[config.mk]
export PLATFORM = sky130hd
export DESIGN_NAME = task_graph_mapper
export DESIGN_NICKNAME = d
export VERILOG_FILES = /design/src/rtl/task_graph_mapper.sv
export SDC_FILE = /design/constraint.sdc
export NUM_CORES = 1
export LEC_CHECK = 0
export ABC_AREA = 1
export BUFFER_PORTS_ARGS = -buffer_cell sky130_fd_sc_hd__buf_2
export CORE_MARGIN = 4
export CORE_UTILIZATION = 50
export DETAILED_ROUTE_END_ITERATION = 12
export HOLD_SLACK_MARGIN = 0.15
export PLACE_DENSITY = 0.7
export RECOVER_POWER = 100
export SLEW_MARGIN = 20
export SYNTH_ARGS = -nofsm -noshare
export SYNTH_HDL_FRONTEND = slang
export SYNTH_SLANG_ARGS = --single-unit
[constraint.sdc]
create_clock -name clk -period 9.8 [get_ports clk]
set_clock_uncertainty 0.15 [all_clocks]
set_input_delay 0.98 -clock clk [delete_from_list [all_inputs] [get_ports clk]]
set_output_delay 0.98 -clock clk [all_outputs]
set_load 0.01 [all_outputs]
[src/rtl/task_graph_mapper.sv]
// task_graph_mapper: accumulates per-task edge weight from a streamed adjacency matrix, then greedily maps tasks to least-loaded PEs
module task_graph_mapper #(
   parameter int NUM_V  = 4,
   parameter int W      = 32,
   parameter int NUM_PE = 4,
   parameter int ACC_W  = 40,
   parameter int IDX_W  = $clog2(NUM_V),
   parameter int PE_W   = (NUM_PE > 1) ? $clog2(NUM_PE) : 1
) (
   input  logic             clk,
   input  logic             rst,
   input  logic             in_valid,
   output logic             in_ready,
   input  logic [W-1:0]     task_array,
   input  logic [IDX_W-1:0] row,
   input  logic [IDX_W-1:0] col,
   input  logic             app_end,
   output logic             map_valid,
   input  logic             map_ready,
   output logic [IDX_W-1:0] map_task,
   output logic [PE_W-1:0]  map_pe,
   output logic [ACC_W-1:0] map_load,
   output logic             map_root,
   output logic             root_found,
   output logic [IDX_W-1:0] root_id,
   output logic             done
);
   typedef enum logic [1:0] {LOAD, MAP, EMIT, DONE} state_t;
   localparam logic [ACC_W-1:0] ACC_MAX = '1;
   state_t state;
   logic [ACC_W-1:0] tw [NUM_V];
   logic [ACC_W-1:0] pe_load [NUM_PE];
   logic [IDX_W-1:0] k, cur;
   logic [PE_W-1:0] min_pe;
   logic [ACC_W-1:0] min_load, in_acc, map_acc;
   logic [ACC_W:0] in_sum, map_sum;
   logic hit;

   assign in_ready = state == LOAD;

   // an entry counts only as a real off-diagonal edge between existing tasks; row weight saturates
   always_comb begin
      hit = in_valid && task_array != '0 && row != col && 32'(row) < NUM_V && 32'(col) < NUM_V;
      in_sum = {1'b0, tw[row]} + (ACC_W+1)'(task_array);
      in_acc = in_sum[ACC_W] ? ACC_MAX : in_sum[ACC_W-1:0];
   end

   // root goes first, the rest ascend around it; least-loaded PE wins with ties to the lowest index
   always_comb begin
      cur = !root_found ? k : (k == '0) ? root_id : (k - 1'b1 < root_id) ? k - 1'b1 : k;
      min_pe = '0;
      min_load = pe_load[0];
      for (int p = 1; p < NUM_PE; p++)
         if (pe_load[p] < min_load) begin
            min_pe = PE_W'(p);
            min_load = pe_load[p];
         end
      map_sum = {1'b0, min_load} + {1'b0, tw[cur]};
      map_acc = map_sum[ACC_W] ? ACC_MAX : map_sum[ACC_W-1:0];
   end

   // ingest, compute one assignment, hold it until accepted, then pulse done and clear for the next app
   always_ff @(posedge clk) begin
      if (rst) begin
         state <= LOAD;
         for (int i = 0; i < NUM_V; i++) tw[i] <= '0;
         for (int i = 0; i < NUM_PE; i++) pe_load[i] <= '0;
         k <= '0;
         map_valid <= 1'b0;
         done <= 1'b0;
         root_found <= 1'b0;
         root_id <= '0;
         map_task <= '0;
         map_pe <= '0;
         map_load <= '0;
         map_root <= 1'b0;
      end else begin
         done <= 1'b0;
         case (state)
            LOAD: begin
               if (hit) begin
                  tw[row] <= in_acc;
                  if (!root_found) begin
                     root_found <= 1'b1;
                     root_id <= row;
                  end
               end
               if (app_end) begin
                  state <= MAP;
                  k <= '0;
               end
            end
            MAP: begin
               map_task <= cur;
               map_pe <= min_pe;
               map_load <= map_acc;
               map_root <= root_found && cur == root_id;
               map_valid <= 1'b1;
               state <= EMIT;
            end
            EMIT: begin
               if (map_ready) begin
                  pe_load[map_pe] <= map_load;
                  map_valid <= 1'b0;
                  k <= k + 1'b1;
                  done <= k == IDX_W'(NUM_V - 1);
                  state <= (k == IDX_W'(NUM_V - 1)) ? DONE : MAP;
               end
            end
            DONE: begin
               for (int i = 0; i < NUM_V; i++) tw[i] <= '0;
               for (int i = 0; i < NUM_PE; i++) pe_load[i] <= '0;
               root_found <= 1'b0;
               root_id <= '0;
               state <= LOAD;
            end
         endcase
      end
   end
endmodule
==> impl_metrics.csv, run 1 <==
group,metric,value,unit
yosys,synthTopCellsByArea,"edfxtp_1 (41%), ha_1 (10%), nand2_1 (7.7%)",
yosys,synth_edf_count,320,
cells_and_area,n_fill_cell,4234,
worst_setup_path,crit_arrival,9590,ps
yosys,synth_top_area_cell,"edfxtp_1",
sta,worstMarginPinSlew,2900,ps
run,cap_viol_max_count,19,
yosys,ys_seq_area_frac,0.455,
cells_and_area,layout.nets,3100,
global_routing,top_usage_layer,"met2",
yosys,synth-async-reset-ratio,0,
clock_network,ctsLongestPathBuffers,3,
worst_setup_path,cp_max_fo,32,
status,violations,"capacitance limit, slew limit",
clock_network,cts_tree,"built",
clock_network,root_buffer,"clkbuf_16",
sta,finalHoldViolCount,0,
die,start_util,0.506,
die,die_w,225,µm
die,core,46500,µm²
routing,viasPerCell,5.71,
yosys,synth_common_cells,"nand2_1 (481), nor2_1 (468), inv_1 (322)",
clock_network,cts_max_level,2,
sta,finalCriticalPeriod,9300,ps
placement,place_inst,3422,
cells_and_area,fin_cells,3503,
routing,drtIter0Drc,2039,
clock_network,worstSkewPairLatency,570,ps
placement,io_buffers,91,
sta,fmax,108,MHz
routing,vias,20013,
power,switching_share,0.409,
routing,ant_nets,0,
global_routing,grt-ovfl-total,0,
power,leakagePower,11.4,nW
sta,holdWs,318,ps
routing,drc,0,
power,internal_power,0.00397,W
worst_setup_path,slowest_delay,1440,ps
global_routing,grt_util_met3,0.0371,
min_path,hold_class,"register to register",
global_routing,met1_usage,0.368,
cells_and_area,drive_above_1_share,0.0622,
sta,slew_violations,745,
worst_setup_path,critPathSlowestCell,"clkbuf_1",
sta,fin_crit_sh,0.949,
worst_setup_path,end_kind,"register",
global_routing,met2_usage,0.429,
yosys,synth_area_per_cell,8.40,µm²
yosys,ys.flop_type,"edfxtp_1",
yosys,ys_types,53,
power,powerDensity,258,nW/µm²
status,run_status,"finished, violations left",
power,power_switching,0.00274,W
power,power,0.00671,W
clock_network,cts_buffers,44,
die,die_h,225,µm
routing,wl,68.2,mm
power,vdd_ir_drop_max,0.000206,V
clock_network,clkTransAtPathRegs,60,ps
worst_setup_path,worstSetupStartpointType,"input pin",
die,ios,92,
sta,setup_violations,0,
worst_setup_path,r2r_setup_slack,630,ps
global_routing,grt_start_max_net_pins,58,
sta,rsz0062_at_grt,"yes",
placement,place_hpwl,48.1,mm
power,pwr-share-comb,0.420,
global_routing,grt_pass1_vias,19325,
yosys,synth_top_cell_area_share,0.409,
routing,wl_per_cell,19.5,µm
global_routing,track_usage,0.265,
global_routing,grt_pass1_wl,106,mm
placement,place.gp.congestion,0.931,
cells_and_area,num_antenna_cells,0,
worst_setup_path,required,10090,ps
global_routing,grt_antenna_before_repair,0,
routing,dr.pass1.iters,6,
power,seqPwrFrac,0.319,
yosys,syn-num-nets,3033,
power,clkPwrFrac,0.261,
yosys,synth.cell_area,23500,µm²
die,die-area,50500,µm²
clock_network,clock_sinks,374,
yosys,synth_warnings,0,
yosys,synth.most_common_cell,"nand2_1",
sta,setup_ws,500,ps
sta,relSlewSlack,-0.933,
placement,post-place-ws,472,ps
cells_and_area,area_delta_synth_final,10.6,%
yosys,synth_seq_cells,374,
die,num_rows,79,
cells_and_area,post-route-util,0.559,
worst_setup_path,path_class,"input pin to register",
yosys,netlist_instances,2795,
[cells by family (layout without fill, tap and decap cells)]
kind of cell	after synthesis	count (layout)	synth area share
xor+xnor	63	63	0.0235
flops	374	374	0.455
buf+inv	441	542	0.0730
fa+ha+maj	197	197	0.106
compound gates	603	603	0.150
simple gates	1117	1117	0.193
[placed cells by master, fill, tap and decap left out, types with 14 or more instances in the layout]
| cell | n |
|---|---|
| nor2_1 | 484 |
| o21ai_1 | 20 |
| xnor2_1 | 29 |
| o21ai_0 | 215 |
| a31oi_1 | 16 |
| nand4_1 | 20 |
| buf_2 | 38 |
| a22oi_1 | 53 |
| dfxtp_1 | 54 |
| edfxtp_1 | 320 |
| nand3_1 | 86 |
| nand2_1 | 478 |
| ha_1 | 194 |
| clkbuf_16 | 45 |
| o221ai_1 | 14 |
| buf_4 | 23 |
| a21oi_1 | 162 |
| clkbuf_1 | 83 |
| inv_1 | 322 |
| xor2_1 | 34 |
| o22ai_1 | 50 |
[flip-flops by register name (all words and copies together) (netlist names), 2 cells and up]
signal / cells
map_task: 2
tw: 160
pe_load: 160
map_pe: 2
state: 2
map_load: 40
root_id: 2
k: 2
[through the flow]
stage,cell area [µm²],setup TNS [ps]
finish,26000,0
global route,26000,-46.8
CTS,26100,0
detailed placement,24600,0
global placement,24600,0
floorplan,23500,0
[per-layer routing]
metal  part of all wire  vias up
met3              0.081      135
li1                   -     9629
met2               0.45      864
met5                  0        -
met1               0.43     9385
met4              0.034        0
[final timing paths]
check,startpoint,depth (start not counted),to
setup reg to reg,pe_load[1][39],53,map_load[2]
hold reg to reg,map_root,2,map_root
setup / recovery,row[0],28,tw[2][31]
hold / removal,map_root,2,map_root
[final cells by class]
type                    instances  area, µm²  area share
inverters                     325       1220      0.0471
multi-input cells            1980      11100       0.426
clock inverters                20        315      0.0121
flip-flops and latches        374      10700       0.412
clock buffers                  60       1220      0.0471
repair buffers                137        696      0.0268
well taps                     607        759      0.0292
[worst max-delay path, delay by kind of cell]
family / cells / cell delay (ps)
compound gates: 11 / 3350
buf+inv: 8 / 3750
fa+ha+maj: 1 / 440
simple gates: 8 / 1020
[power by group through the flow]
stage               Clock, W  Combinational [W]  Sequential, W
floorplan                  0            0.00194        0.00212
global placement           0            0.00273        0.00215
detailed placement         0            0.00278        0.00216
CTS                  0.00177            0.00280        0.00213
global route         0.00183            0.00315        0.00216
finish               0.00175            0.00282        0.00214
[what timing repair did]
| item | in CTS | in global routing |
|---|---|---|
| setup buffers | 0 | 1 |
| endpoints found under the hold margin | 0 | 0 |
| setup endpoints to repair | 0 | 40 |
| hold buffers | 0 | 0 |
| gates resized for setup | 0 | 27 |
Note: power is estimated with default switching activity, not from simulation.
==> run 2, diff against run 1 <==
==> constraint.sdc (replaced) <==
create_clock -name clk -period 9.8 [get_ports clk]
set_clock_uncertainty 0.15 [all_clocks]
set_input_delay 2.45 -clock clk [delete_from_list [all_inputs] [get_ports clk]]
set_output_delay 2.45 -clock clk [all_outputs]
set_load 0.01 [all_outputs]
==> run 2 against run 1 <==
The flow still finishes with violations (capacitance limit, slew limit). Non-clock buffer count rose by 2. Die area is the same. First-iteration DRC count fell by 0.34%. Worst hold slack better by 1.9 ps. Sequential share of layout area barely moved. Utilization about the same.
==> impl_metrics.csv, run 2 (same netlist as run 1, synthesis figures left out) <==
group,metric,value,unit
status,run_status,"finished, violations left",
status,violations,"capacitance limit, slew limit",
global_routing,grt_antenna_before_repair,0,
worst_setup_path,worstReg2RegEnd,"map_load[2]",
worst_setup_path,slowest_delay,460,ps
cells_and_area,layout.nets,3101,
sta,finalCriticalPeriod,9050,ps
die,core,46500,µm²
clock_network,clock_sinks,374,
die,ios,92,
cells_and_area,design_area,26000,µm²
clock_network,postCtsSetupRepairBufs,0,
power,seqPwrFrac,0.325,
power,vdd_ir_drop_max,0.000156,V
clock_network,ctsLongestPathBuffers,3,
routing,wl,69.4,mm
cells_and_area,layout_commonest_cell,"nand2_1",
cells_and_area,reg_top3,"pe_load x160, tw x160, map_load x40",
sta,worstMarginPinSlew,2980,ps
sta,rsz0062_at_grt,"yes",
global_routing,grt-ovfl-total,0,
clock_network,clkTransAtPathRegs,60,ps
power,switching_share,0.418,
power,power,0.00659,W
clock_network,cts_resized,0,
routing,wl_per_cell,19.8,µm
sta,fmax,111,MHz
power,pwr-share-comb,0.433,
die,num_rows,79,
worst_setup_path,r2r_start,"pe_load[1][31]",
routing,dr.pass1.iters,5,
worst_setup_path,end_kind,"register",
power,power_switching,0.00275,W
clock_network,cts_max_level,2,
run,cap_viol_max_count,18,
clock_network,cts.hold.buffers_added,0,
min_path,holdCritStartpoint,"map_root",
worst_setup_path,critPathSlowestCell,"o21ai_0",
min_path,hold_path_end,"map_root",
die,start_util,0.506,
routing,viasPerCell,5.72,
cells_and_area,post-route-util,0.559,
routing,drc,0,
cells_and_area,num_antenna_cells,0,
clock_network,root_buffer,"clkbuf_16",
routing,drtIter0Drc,2032,
worst_setup_path,reg2reg_depth,48,
placement,io_buffers,91,
placement,place.gp.congestion,0.930,
global_routing,grt_pass1_wl,107,mm
clock_network,cts_tree,"built",
power,clkPwrFrac,0.242,
power,powerDensity,254,nW/µm²
cells_and_area,drive_above_1_share,0.0725,
sta,setup_violations,0,
sta,fin_crit_sh,0.923,
min_path,hold_class,"register to register",
worst_setup_path,r2r_setup_slack,750,ps
clock_network,worstSkewPairLatency,570,ps
worst_setup_path,worstSetupStartpointType,"register",
power,leakagePower,11.4,nW
worst_setup_path,path_class,"register to register",
die,die_h,225,µm
global_routing,grt_start_max_net_pins,80,
global_routing,track_usage,0.270,
placement,place_hpwl,48.5,mm
routing,ant_nets,0,
clock_network,cts_buffers,43,
worst_setup_path,crit_top_cell,"nand2_1",
cells_and_area,most-common-layout-cells,"nand2_1 (478), nor2_1 (465), inv_1 (322)",
sta,holdWs,320,ps
worst_setup_path,required,10110,ps
die,die-area,50500,µm²
power,internal_power,0.00384,W
worst_setup_path,crit_arrival,9350,ps
worst_setup_path,cp_max_fo,43,
sta,slew_violations,717,
min_path,hold_depth,2,
routing,vias,20049,
sta,finalHoldViolCount,0,
die,die_w,225,µm
placement,place_area,24600,µm²
global_routing,grt_pass1_vias,19694,
cells_and_area,area_delta_synth_final,10.6,%
sta,relSlewSlack,-0.989,
run 2: changes by cell type in the layout (fill, tap and decap cells not counted), sizes merged:
cell      change
bufinv        -6
clkbuf        -1
inv           +1
buf           +4
clkinv        +4
clkinvlp      -1
run 2: area by class of cell:
type | instances | area (µm²)
Tap cell | 607 | 759
Multi-Input combinational cell | 1980 | 11200
Clock inverter | 18 | 149
Clock buffer | 61 | 1250
Sequential cell | 374 | 10700
Fill cell | 4242 | 20500
Timing Repair Buffer | 139 | 743
Inverter | 325 | 1220
run 2: stage by stage:
stage | instances | setup slack, ps | setup TNS, ps
2_1_floorplan | 2795 | 1390 | 0
3_3_place_gp | 3424 | 504 | 0
3_5_place_dp | 3424 | 382 | 0
4_1_cts | 3503 | 329 | 0
5_1_grt | 3504 | -8.90 | -8.90
6_report | 3504 | 754 | 0
run 2: worst max path at each step:
stage / start / to / slack (ps) / cells after the start
global route: pe_load[1][39] / map_load[32] / -9 / 55
global placement: pe_load[1][35] / map_load[39] / 500 / 54
CTS: pe_load[1][31] / map_load[39] / 330 / 56
detailed placement: pe_load[1][31] / map_load[39] / 380 / 56
floorplan: pe_load[1][39] / map_load[0] / 1390 / 55
finish: pe_load[1][31] / map_load[2] / 750 / 48
run 2: power groups by stage:
stage	combinational (W)	sequential [W]	clock, W
5_1_grt	0.00318	0.00216	0.00168
4_1_cts	0.00281	0.00212	0.00162
3_5_place_dp	0.00279	0.00216	0
3_3_place_gp	0.00274	0.00215	0
6_report	0.00285	0.00214	0.00160
2_1_floorplan	0.00194	0.00212	0
run 2: critical path, delay by kind of cell (launching register included):
| family | cells | cell delay [ps] |
|---|---|---|
| AOI/OAI and AO/OA | 24 | 4620 |
| adders and majority gates | 5 | 1610 |
| buffers and inverters | 4 | 720 |
| DFF | 1 | 400 |
| and+or+nand+nor | 15 | 1390 |
run 2: routing by layer:
layer | global-route usage | vias up | wire (µm)
li1 | - | 9654 | -
met1 | 0.371 | 9473 | 30000
met2 | 0.434 | 774 | 31800
met3 | 0.0394 | 148 | 5100
met4 | 0.104 | 0 | 2520
met5 | 0 | - | 0
==> run 3, diff against run 2 <==
==> constraint.sdc (replaced) <==
create_clock -name clk -period 9.8 [get_ports clk]
set_clock_uncertainty 0.15 [all_clocks]
set_input_delay 0.49 -clock clk [delete_from_list [all_inputs] [get_ports clk]]
set_output_delay 0.49 -clock clk [all_outputs]
set_load 0.01 [all_outputs]
==> run 3 against run 2 <==
The run still ends with capacitance limit, slew limit left. Clock power up 9%. Final cell count increased by 0.11%. Utilization up 0.10 points. Total power grew 1.8%. Critical endpoint is now tw[0][0]. Die area is the same. Design area up 0.18%. Fmax fell by 1.9%. Largest power group unchanged. Global-route usage shrank 0.44 points. Via count shrank 0.45%.
==> impl_metrics.csv, run 3 (same netlist as run 1, synthesis figures left out) <==
group,metric,value,unit
power,vdd_ir_drop_max,0.000207,V
run,cap_viol_max_count,20,
power,powerDensity,258,nW/µm²
min_path,hold_depth,5,
sta,fmax,108,MHz
die,ios,92,
power,leakagePower,11.4,nW
power,power_switching,0.00274,W
power,clkPwrFrac,0.261,
cells_and_area,drive_above_1_share,0.0614,
global_routing,grt_start_max_net_pins,58,
min_path,hold_path_end,"root_found",
die,die-area,50500,µm²
power,pwr-share-comb,0.420,
clock_network,clock_sinks,374,
global_routing,track_usage,0.265,
sta,finalSetupTns,0,ps
sta,worstMarginPinSlew,2910,ps
sta,setup_violations,0,
routing,drc,0,
power,power,0.00671,W
worst_setup_path,end_kind,"register",
routing,wl,68.1,mm
cells_and_area,num_antenna_cells,0,
cells_and_area,most-common-layout-cells,"nor2_1 (485), nand2_1 (478), inv_1 (322)",
status,run_status,"finished, violations left",
worst_setup_path,reg2reg_depth,53,
routing,wl_per_cell,19.4,µm
routing,vias,19958,
worst_setup_path,r2r_start,"pe_load[1][39]",
worst_setup_path,crit_arrival,9460,ps
sta,finalCriticalPeriod,9220,ps
clock_network,worstSkewPairLatency,570,ps
cells_and_area,layout.nets,3105,
sta,fin_crit_sh,0.941,
status,violations,"capacitance limit, slew limit",
placement,io_buffers,91,
die,num_rows,79,
clock_network,root_buffer,"clkbuf_16",
cells_and_area,layout_commonest_cell,"nor2_1",
sta,relSlewSlack,-0.939,
global_routing,grt_antenna_before_repair,0,
power,seqPwrFrac,0.319,
global_routing,grt_pass1_vias,19369,
min_path,hold_class,"input pin to register",
clock_network,ctsLongestPathBuffers,3,
sta,finalHoldViolCount,0,
worst_setup_path,required,10030,ps
clock_network,clkTransAtPathRegs,60,ps
min_path,holdCritStartpoint,"in_valid",
sta,setup_ws,579,ps
routing,viasPerCell,5.69,
die,die_h,225,µm
clock_network,cts_tree,"built",
placement,place.gp.congestion,0.931,
global_routing,grt_pass1_wl,106,mm
worst_setup_path,path_class,"input pin to register",
routing,drtIter0Drc,1999,
sta,rsz0062_at_grt,"yes",
global_routing,grt-ovfl-total,0,
clock_network,cts_buffers,44,
worst_setup_path,r2r_setup_slack,620,ps
cells_and_area,area_delta_synth_final,10.8,%
power,switching_share,0.408,
sta,slew_violations,770,
cells_and_area,post-route-util,0.560,
routing,ant_nets,0,
die,start_util,0.506,
placement,post-place-ws,472,ps
die,core,46500,µm²
worst_setup_path,worstSetupStartpointType,"input pin",
worst_setup_path,worstReg2RegEnd,"map_load[2]",
placement,place_hpwl,48.1,mm
cells_and_area,reg_top3,"pe_load x160, tw x160, map_load x40",
sta,holdWs,270,ps
routing,dr.pass1.iters,6,
worst_setup_path,cp_max_fo,32,
die,die_w,225,µm
clock_network,cts_max_level,2,
power,internal_power,0.00397,W
-- run 3: cell type report --
type | instances | area, µm²
fill | 4231 | 20400
multi-input combinational | 1980 | 11100
sequential | 374 | 10700
clock buffer | 60 | 1220
inverter | 325 | 1220
tap | 607 | 759
timing repair buffer | 142 | 739
clock inverter | 20 | 315
-- run 3: critical path: stages --
cell	delay (ps)
dlygate4sd3_1	540
clkbuf_1	260
nor2_2	160
clkbuf_1	1470
clkinv_1	1150
o21ai_0	450
a221oi_1	170
fa_1	430
inv_1	70
nand2_1	60
nand2_1	70
a21oi_1	90
o21ai_0	410
a31oi_1	200
o21ai_0	350
a21boi_0	260
o21ai_0	470
a21oi_1	230
inv_1	100
nand3_1	60
nand2_1	140
a21boi_0	190
o21ai_0	520
nand2_1	140
inv_1	90
clkbuf_2	490
nor2_1	180
nor2_1	160
-- run 3: how the worst max path moves through the flow --
stage,from,end,slack [ps],depth (start not counted)
2_1_floorplan,pe_load[1][39],map_load[0],1390,55
3_3_place_gp,pe_load[1][39],map_load[39],610,53
3_5_place_dp,pe_load[1][39],map_load[38],470,51
4_1_cts,pe_load[1][39],map_load[38],430,51
5_1_grt,pe_load[1][35],map_load[3],-30,55
6_report,row[1],tw[0][0],580,28
-- run 3: power groups by stage --
stage	Sequential, W	Combinational [W]	Clock [W]
3_5_place_dp	0.00216	0.00278	0
4_1_cts	0.00213	0.00280	0.00177
5_1_grt	0.00216	0.00316	0.00183
6_report	0.00214	0.00282	0.00175
3_3_place_gp	0.00215	0.00273	0
2_1_floorplan	0.00212	0.00194	0
-- run 3: repair_timing --
action,CTS,global route
gates resized for setup,0,27
setup buffers,0,1
hold buffers,5,0
hold endpoints to repair,7,0
setup endpoints to repair,0,40
-- run 3: through the flow --
stage,instances,area [µm²]
after floorplan,2795,23500
after global placement,3422,24600
after detailed placement,3422,24600
after CTS,3507,26200
after global routing,3508,26000
final,3508,26000
-- run 3: routing by layer --
metal | up-vias | track usage | routed length (µm)
met3 | 142 | 0.0372 | 5330
met1 | 9326 | 0.368 | 29500
met2 | 844 | 0.429 | 30800
li1 | 9646 | - | -
met5 | - | 0 | 0
met4 | 0 | 0.0949 | 2440
